<file path="src/rtl/light_phase_scheduler.sv">
// light_phase_scheduler: counts whole seconds in each phase of the three-light
// controller and flags expiry. It also latches pedestrian requests, which
// shorten green and grant a walk lamp for the next red phase.
module light_phase_scheduler #(
    parameter int TICK_DIV      = 50000000,
    parameter int CNT_W         = 4,
    parameter int RED_SEC       = 6,
    parameter int GREEN_SEC     = 4,
    parameter int YELLOW_SEC    = 2,
    parameter int GREEN_MIN_SEC = 2
) (
    input  logic             clk,
    input  logic             reset,
    input  logic             red,
    input  logic             green,
    input  logic             yellow,
    input  logic             ped_req,
    output logic             max_r,
    output logic             max_g,
    output logic             max_y,
    output logic             walk,
    output logic             ped_pending,
    output logic             sec_tick,
    output logic [CNT_W-1:0] elapsed,
    output logic             fault
);

    // Prescaler width; keep at least one bit so TICK_DIV == 1 still elaborates.
    localparam int PW = (TICK_DIV > 1) ? $clog2(TICK_DIV) : 1;
    localparam logic [PW-1:0]    PRESC_LAST = PW'(TICK_DIV - 1);
    localparam logic [CNT_W-1:0] ELAPSED_MAX = {CNT_W{1'b1}};
    localparam logic [CNT_W-1:0] RED_LIM     = CNT_W'(RED_SEC);
    localparam logic [CNT_W-1:0] GREEN_LIM   = CNT_W'(GREEN_SEC);
    localparam logic [CNT_W-1:0] YELLOW_LIM  = CNT_W'(YELLOW_SEC);
    localparam logic [CNT_W-1:0] GMIN_LIM    = CNT_W'(GREEN_MIN_SEC);

    localparam logic [2:0] PH_RED    = 3'b100;
    localparam logic [2:0] PH_GREEN  = 3'b010;
    localparam logic [2:0] PH_YELLOW = 3'b001;

    logic [2:0]       lights;
    logic             lights_ok;
    logic             change;
    logic             into_red;
    logic             outof_red;

    logic [2:0]       phase_q,       phase_d;
    logic [PW-1:0]    presc_q,       presc_d;
    logic [CNT_W-1:0] elapsed_q,     elapsed_d;
    logic             sec_tick_q,    sec_tick_d;
    logic             fault_q,       fault_d;
    logic             walk_q,        walk_d;
    logic             ped_pending_q, ped_pending_d;
    logic [CNT_W-1:0] green_lim;

    // Decode the controller's lights: validity and phase-change events.
    always_comb begin
        lights    = {red, green, yellow};
        lights_ok = (lights == PH_RED) || (lights == PH_GREEN) || (lights == PH_YELLOW);
        change    = (lights != phase_q);
        into_red  = change && (lights == PH_RED);
        outof_red = change && (phase_q == PH_RED);
    end

    // Second timer: prescaler and saturating elapsed-seconds count.
    // A phase change (or an invalid light pattern) restarts timing from zero,
    // and takes priority over a prescaler wrap on the same edge.
    always_comb begin
        phase_d    = lights;
        fault_d    = !lights_ok;
        presc_d    = presc_q;
        elapsed_d  = elapsed_q;
        sec_tick_d = 1'b0;
        if (!lights_ok || change) begin
            presc_d   = '0;
            elapsed_d = '0;
        end else if (presc_q == PRESC_LAST) begin
            presc_d    = '0;
            sec_tick_d = 1'b1;
            if (elapsed_q != ELAPSED_MAX)
                elapsed_d = elapsed_q + 1'b1;
        end else begin
            presc_d = presc_q + 1'b1;
        end
    end

    // Pedestrian handling: latch requests, serve them on entry to red.
    // A request arriving while walk is already lit is ignored; one arriving
    // exactly on the red-entry edge is served in that red.
    always_comb begin
        ped_pending_d = ped_pending_q;
        walk_d        = walk_q;
        if (ped_req && !walk_q)
            ped_pending_d = 1'b1;
        if (!lights_ok) begin
            walk_d = 1'b0;
        end else if (into_red) begin
            if (ped_pending_q || ped_req) begin
                walk_d        = 1'b1;
                ped_pending_d = 1'b0;
            end
        end else if (outof_red) begin
            walk_d = 1'b0;
        end
    end

    // State registers; reset discards all timing and any pending request.
    always_ff @(posedge clk or posedge reset) begin
        if (reset) begin
            phase_q       <= PH_RED;
            presc_q       <= '0;
            elapsed_q     <= '0;
            sec_tick_q    <= 1'b0;
            fault_q       <= 1'b0;
            walk_q        <= 1'b0;
            ped_pending_q <= 1'b0;
        end else begin
            phase_q       <= phase_d;
            presc_q       <= presc_d;
            elapsed_q     <= elapsed_d;
            sec_tick_q    <= sec_tick_d;
            fault_q       <= fault_d;
            walk_q        <= walk_d;
            ped_pending_q <= ped_pending_d;
        end
    end

    // Expiry flags from registered state; they hold until the phase changes.
    always_comb begin
        green_lim = ped_pending_q ? GMIN_LIM : GREEN_LIM;
        max_r = !fault_q && (phase_q == PH_RED)    && (elapsed_q >= RED_LIM);
        max_g = !fault_q && (phase_q == PH_GREEN)  && (elapsed_q >= green_lim);
        max_y = !fault_q && (phase_q == PH_YELLOW) && (elapsed_q >= YELLOW_LIM);
    end

    assign walk        = walk_q;
    assign ped_pending = ped_pending_q;
    assign sec_tick    = sec_tick_q;
    assign elapsed     = elapsed_q;
    assign fault       = fault_q;

endmodule

</file>
<file path="config.mk">
export PLATFORM = sky130hd
export DESIGN_NAME = light_phase_scheduler
export DESIGN_NICKNAME = d
export VERILOG_FILES = /design/src/rtl/light_phase_scheduler.sv
export SDC_FILE = /design/constraint.sdc
export NUM_CORES = 1
export LEC_CHECK = 0
export ABC_AREA = 0
export BUFFER_PORTS_ARGS = -buffer_cell sky130_fd_sc_hd__clkbuf_2
export CAP_MARGIN = 20
export CORE_MARGIN = 2
export CORE_UTILIZATION = 25
export DETAILED_ROUTE_END_ITERATION = 6
export SLEW_MARGIN = 40
export SYNTH_ARGS = -nofsm -noshare
export SYNTH_HDL_FRONTEND = slang
export SYNTH_SLANG_ARGS = --single-unit
export TNS_END_PERCENT = 20
</file>
<file path="constraint.sdc">
create_clock -name clk -period 2.8 [get_ports clk]
set_clock_uncertainty 0.2 [all_clocks]
set_input_delay 0.28 -clock clk [delete_from_list [all_inputs] [get_ports clk]]
set_output_delay 0.28 -clock clk [all_outputs]
set_load 0.01 [all_outputs]
</file>
# Word-level counts from Yosys, hierarchy flattened
# Cells that the tools add are included.
dict set report word_totals {
  ff_bits 37
  input_bits 6
  output_inout_bits 11
  elab_cells 59
}
dict set report classes {
  n_addsub 2
  order_cmp 3
  n_eq_ne 11
  mux 16
  n_reduce_logical 20
}
# operator n
set op_table {}
lappend op_table {{$mux 26} 2}
lappend op_table {{$add 26x1->26 const B} 1}
lappend op_table {{$eq 26x26->1 const B} 1}
lappend op_table {{$mux 4} 3}
lappend op_table {{$mux 1} 10}
lappend op_table {{$logic_and 1x1->1} 9}
lappend op_table {{$eq 3x1->1 const B} 2}
lappend op_table {{$eq 3x2->1 const B} 2}
lappend op_table {{$eq 3x3->1 const B} 2}
lappend op_table {{$add 4x1->4 const B} 1}
lappend op_table {{$ge 4x2->1 const B} 1}
lappend op_table {{$ge 4x3->1} 1}
lappend op_table {{$ge 4x3->1 const B} 1}
lappend op_table {{$logic_or 1x1->1} 4}
lappend op_table {{$ne 4x4->1 const B} 1}
lappend op_table {{$reduce_and 2->1} 2}
lappend op_table {{$reduce_bool 2->1} 2}
lappend op_table {{$logic_not 1->1} 3}
lappend op_table {{$mux 3} 1}
lappend op_table {{$ne 3x1->1 const B} 1}
lappend op_table {{$ne 3x2->1 const B} 1}
lappend op_table {{$ne 3x3->1} 1}

# Depth between registers and ports, before layout
dict set report depth {
  ltp_word 7
  mapped_depth 7
}

# Worst setup path before layout
# OpenSTA, ideal clock, no wires.
dict set report synth_timing {
  path_kind {flip-flop to flip-flop}
  startpoint {reg presc_q[0]}
  endpoint {reg presc_q[20]}
  setup_ns 0.094
  arrival_time_ns 1.744
  slack_ns 0.763
  path_stages_with_launch 6
  path_buffers 0
  period_less_slack_ns 2.037
  path_cell_list {dfrtp_1 ha_1 nand3_1 or3_2 or3_1 a211oi_1}
}
dict set report synth_between {
  elab_chain_len 3
  word_cells_on_any_way 4
  cone_classes {add/sub: 1; eq/ne: 1; mux: 2}
}
# element line
set synth_lines {}
lappend synth_lines {{from (decl)} 48} ;# logic [PW-1:0] presc_q, presc_d;
lappend synth_lines {{from (signal assigned)} 119} ;# presc_q <= presc_d;
lappend synth_lines {{$add 26x1->26 or $eq 26x26->1 (tied branches)} {83, 77}}
lappend synth_lines {{$mux 26 (*)} 77} ;# end else if (presc_q == PRESC_LAST) begin
lappend synth_lines {{$mux 26 (*)} 74} ;# if (!lights_ok || change) begin
lappend synth_lines {{net presc_d[20]} 48}
# Mark *: on every way through the listed nets, which the timed path passes. The rest lies on a longest branch.
# A chain may end at the register's enable or synchronous reset.

# Worst setup path after layout
dict set report layout_timing {
  startpoint {reg elapsed_q[1], in the netlist elapsed[1]}
  endpoint {out max_g}
}
dict set report layout_between {
  elab_chain_len 2
}
# element line
set layout_lines {}
lappend layout_lines {{from (decl)} 49} ;# logic [CNT_W-1:0] elapsed_q, elapsed_d;
lappend layout_lines {{from (signal assigned)} 120} ;# elapsed_q <= elapsed_d;
lappend layout_lines {{$ge 4x3->1} 132} ;# max_g = !fault_q && (phase_q == PH_GREEN) && (elapsed_q >= green_lim);
lappend layout_lines {{$logic_and 1x1->1} 132}
lappend layout_lines {{to (decl)} 19} ;# output logic max_g,
# No other way between the ends.

==> results.txt <==
----------------------------------------------------
[Placed design]
  Placed instance area ... 0.00231 mm2
  Place WS ... 503 ps
  Total half-perimeter wirelength after legalization and detailed placement ... 3320 um
  Final weighted congestion in routability-driven placement ... 0.786
  Total of buffers placed on input and output ports ... 16

[Worst setup path]
  R2r setup slk ... 490 ps
  Ordered cell list for the critical path ... inv_1, ha_1, inv_1, o21ai_0, a211oi_1, nor4_1, clkbuf_2
  Highest fanout seen on the critical path ... 9
  Depth of the most critical reg-to-reg path ... 5
  Data arrival time of the critical path ... 1830 ps
  CP Capture Point ... max_g
  Capture instance of the worst register-to-register path ... presc_q[20]
  Data required time of the worst path ... 2320 ps
  RR Startpoint ... presc_q[0]
  Slowest cell delay on critical path ... 500 ps
  CP startpoint ... elapsed[1]
  Startpoint type of the worst setup path ... flop
  CP most frequent cell ... sky130_fd_sc_hd__inv_1
  Capturing element type of the critical path ... primary output
  Worst Path Class, Setup ... flop to primary output
  Cell with the biggest individual delay on the critical path ... sky130_fd_sc_hd__dfrtp_1

[Final layout]
  Footprint of the flip-flops and latches ... 927 um2
  Number of filler cells placed in the layout ... 863
  Area occupied by multi-input gates ... 0.00110 mm2
  Leading cell type in the layout, fill and taps excluded ... sky130_fd_sc_hd__dfrtp_1
  Post-layout instance area ... 0.00248 mm2
  Most used cells in the layout excluding fill and tap cells ... sky130_fd_sc_hd__dfrtp_1 (36), sky130_fd_sc_hd__nor3_1 (16), sky130_fd_sc_hd__clkbuf_2 (16)
  Layout cell share with drive strength beyond 1 ... 15.5%
  Number of nets in the finished design ... 249
  Layout-stage area growth over the synthesis result ... 18.5%
  Number of inserted diodes ... 0

[Power]
  Maximum resistive drop on vdd ... 0.176 mV
  Final total power ... 1.15 mW
  Clock share of power ... 47.7%
  Reported leakage power ... 0.929 nW
  Switching Share ... 20.4%
  Sequential power share ... 47.5%
  P_sw ... 236 uW
  Power Internal ... 918 uW
  Comb pwr share ... 4.8%
  PD cells ... 465 mW/mm2

[Clock tree]
  Clk Tree Root Cell ... sky130_fd_sc_hd__clkbuf_8
  Clock net sink count ... 37
  Clock tree from TritonCTS ... built
  Buffers from clock root to sink, at most ... 2
  Clock buffers created by TritonCTS ... 5
  Deepest level of the CTS H-tree ... 2
  Post-CTS setup buffer count ... 0
  Worst-skew pair later-pin latency ... 300 ps
  Clock input transition at the sequential cells of the worst setup and hold paths ... 80 ps

[Global route]
  Sum of overflow across all layers after global routing ... 0
  Maximum number of pins on one net before global-route repair ... 32
  Number of antenna violations at the first check in global routing ... 0
  Gr usage total ... 11.2%
  Wire length of the first global-routing pass ... 8050 um
  Number of global-route vias before repair ... 1724

[Synthesis]
  Flops & latches, synth ... 37
  Synth area leader ... sky130_fd_sc_hd__dfrtp_1
  Fraction of post-synthesis cell area in the top cell type by area ... 43.0%
  Number of synthesized flops with an enable pin ... 0
  Post-synthesis average cell area ... 9.83 um2
  Most common flop cell mapped by yosys ... sky130_fd_sc_hd__dfrtp_1
  Yosys warning total ... 0
  Nets in the synthesized netlist ... 225
  Async S/R FF share, synth ... 100%
  Sequential element share of the synthesized area ... 44.3%
  Post-Synthesis Cell Area ... 0.00209 mm2
  Largest cells by area after synthesis ... sky130_fd_sc_hd__dfrtp_1 (43%), sky130_fd_sc_hd__a211oi_1 (4.7%), sky130_fd_sc_hd__nor3_1 (3.8%)
  Instance count of the mapped netlist ... 213
  Yosys cell types ... 44

[Drt]
  Violation count after the first detailed-routing iteration ... 122
  Number of vias after detailed routing ... 1779
  Number of optimization iterations in the first detailed-route pass ... 5
  DR vias/cell ... 5.19
  Total wire length after detailed routing ... 4680 um
  DRC Markers ... 0
  Post-detailed-route wirelength per cell ... 13.6 um
  Number of nets still failing antenna checks after routing ... 0

[Die]
  Horiz. Die Dim ... 95.5 um
  Number of rows in the core area ... 33
  Top-level I/O count ... 17
  Area of the placeable core ... 0.00818 mm2
  Die footprint ... 0.00913 mm2
  Starting Density ... 25.6%
  Chip Height ... 95.5 um

[Worst hold path]
  Tightest Hold Check Type ... primary input to flop
  Worst hold path stage count ... 3

[STA]
  Worst Max-Slew Pin Slew ... 478 ps
  Max Fclk ... 0.433 GHz
  Post-route fraction of the period consumed by the critical path ... 82.5%
  Post-route minimum period ... 2310 ps
  Final hold violation count ... 0
  Number of endpoints failing setup at the final stage ... 0
  Slew Limit Headroom ... 68.1%
  Worst Slack Setup Final ... 491 ps
  RSZ-0062 raised after global routing ... false
  Final-report max-slew violation count ... 0
  Total negative slack ... 0 ps

[Flow run]
  Maxcap violations ... 0

[Status]
  Run status ... finished clean

----------------------------------------------------
[repair_timing]
item	4_1_cts	5_1_grt
endpoints found under the hold margin	23	0
hold buffers	4	0
resized for setup	0	0
[layer usage]
layer	track usage, %	part of all wire (%)	routed length [um]
met5	0	0	0
met4	4.29	1.5	71
met3	3.32	3.8	179
met2	18.2	49	2290
met1	13.9	46	2130
[cell type report]
cell class | count | area share (%)
multi-input combinational | 160 | 44.4
sequential | 37 | 37.4
timing repair buffer | 25 | 6.35
tap | 105 | 5.30
clock buffer | 5 | 2.77
clock inverter | 3 | 2.62
inverter | 8 | 1.21
[synth_stat cells, types with 2 or more instances]
master and n:
sky130_fd_sc_hd__nand3_1 13, sky130_fd_sc_hd__and3_1 2, sky130_fd_sc_hd__nor3b_1 3, sky130_fd_sc_hd__o21ai_0 8
sky130_fd_sc_hd__ha_1 6, sky130_fd_sc_hd__a31oi_1 2, sky130_fd_sc_hd__clkbuf_1 5, sky130_fd_sc_hd__nand4b_1 2
sky130_fd_sc_hd__o22a_1 2, sky130_fd_sc_hd__xnor2_1 9, sky130_fd_sc_hd__and4_1 5, sky130_fd_sc_hd__dfrtp_1 36
sky130_fd_sc_hd__a211oi_1 13, sky130_fd_sc_hd__nor4b_1 3, sky130_fd_sc_hd__nor3_1 16, sky130_fd_sc_hd__and2_1 4
sky130_fd_sc_hd__nand4_1 6, sky130_fd_sc_hd__o21a_1 2, sky130_fd_sc_hd__nor4_1 5, sky130_fd_sc_hd__nor2b_1 2
sky130_fd_sc_hd__or3_1 5, sky130_fd_sc_hd__or3_2 2, sky130_fd_sc_hd__a21oi_1 3, sky130_fd_sc_hd__or4_1 7
sky130_fd_sc_hd__nand2_1 8, sky130_fd_sc_hd__o31ai_1 7, sky130_fd_sc_hd__inv_1 8, sky130_fd_sc_hd__xor2_1 5
sky130_fd_sc_hd__nor4bb_1 2, sky130_fd_sc_hd__nor2_1 8
[critical path: cells and delay by family, from the launching register on]
kind / cells / cell delay, ps
DFF: 1 / 500
AOI/OAI and AO/OA: 2 / 410
adders and majority gates: 1 / 280
buffers and inverters: 3 / 270
and+or+nand+nor: 1 / 80
[metrics by stage]
stage / utilization, % / hold WS [ps] / cells
floorplan: - / 84.5 / 213
global placement: 28.2 / 266 / 331
detailed placement: 28.2 / 134 / 331
CTS: 30.3 / 65.9 / 343
global route: 30.3 / 101 / 343
finish: 30.3 / 69.7 / 343
[sequential cells by signal, indices dropped and copies added, names as in the netlist]
signal,count
fault,1
walk,1
elapsed,4
sec_tick,1
phase_q,3
presc_q,26
ped_pending,1
[kinds of logic (layout without fill, tap and decap cells)]
logic type / Yosys count / after routing / share of synthesized area (%)
flops: 37 / 37 / 44.3
compound gates: 41 / 41 / 13.6
fa+ha+maj: 6 / 6 / 3.58
buf+inv: 16 / 41 / 3.17
simple gates: 99 / 99 / 29.5
xor+xnor: 14 / 14 / 5.85
[power groups by stage]
stage / Combinational (mW) / Sequential, mW / Clock [mW]
finish: 0.0552 / 0.548 / 0.551
global route: 0.0633 / 0.549 / 0.588
CTS: 0.0576 / 0.548 / 0.566
detailed placement: 0.0532 / 0.558 / 0
global placement: 0.0514 / 0.558 / 0
floorplan: 0.0296 / 0.559 / 0
[worst min path at each step]
stage,from,end
final,ped_req,ped_pending
after global routing,ped_req,ped_pending
after CTS,ped_req,ped_pending
after detailed placement,reset,sec_tick
after global placement,red,phase_q[2]
after floorplan,red,phase_q[2]
Note: power is estimated with default switching activity, not from simulation.
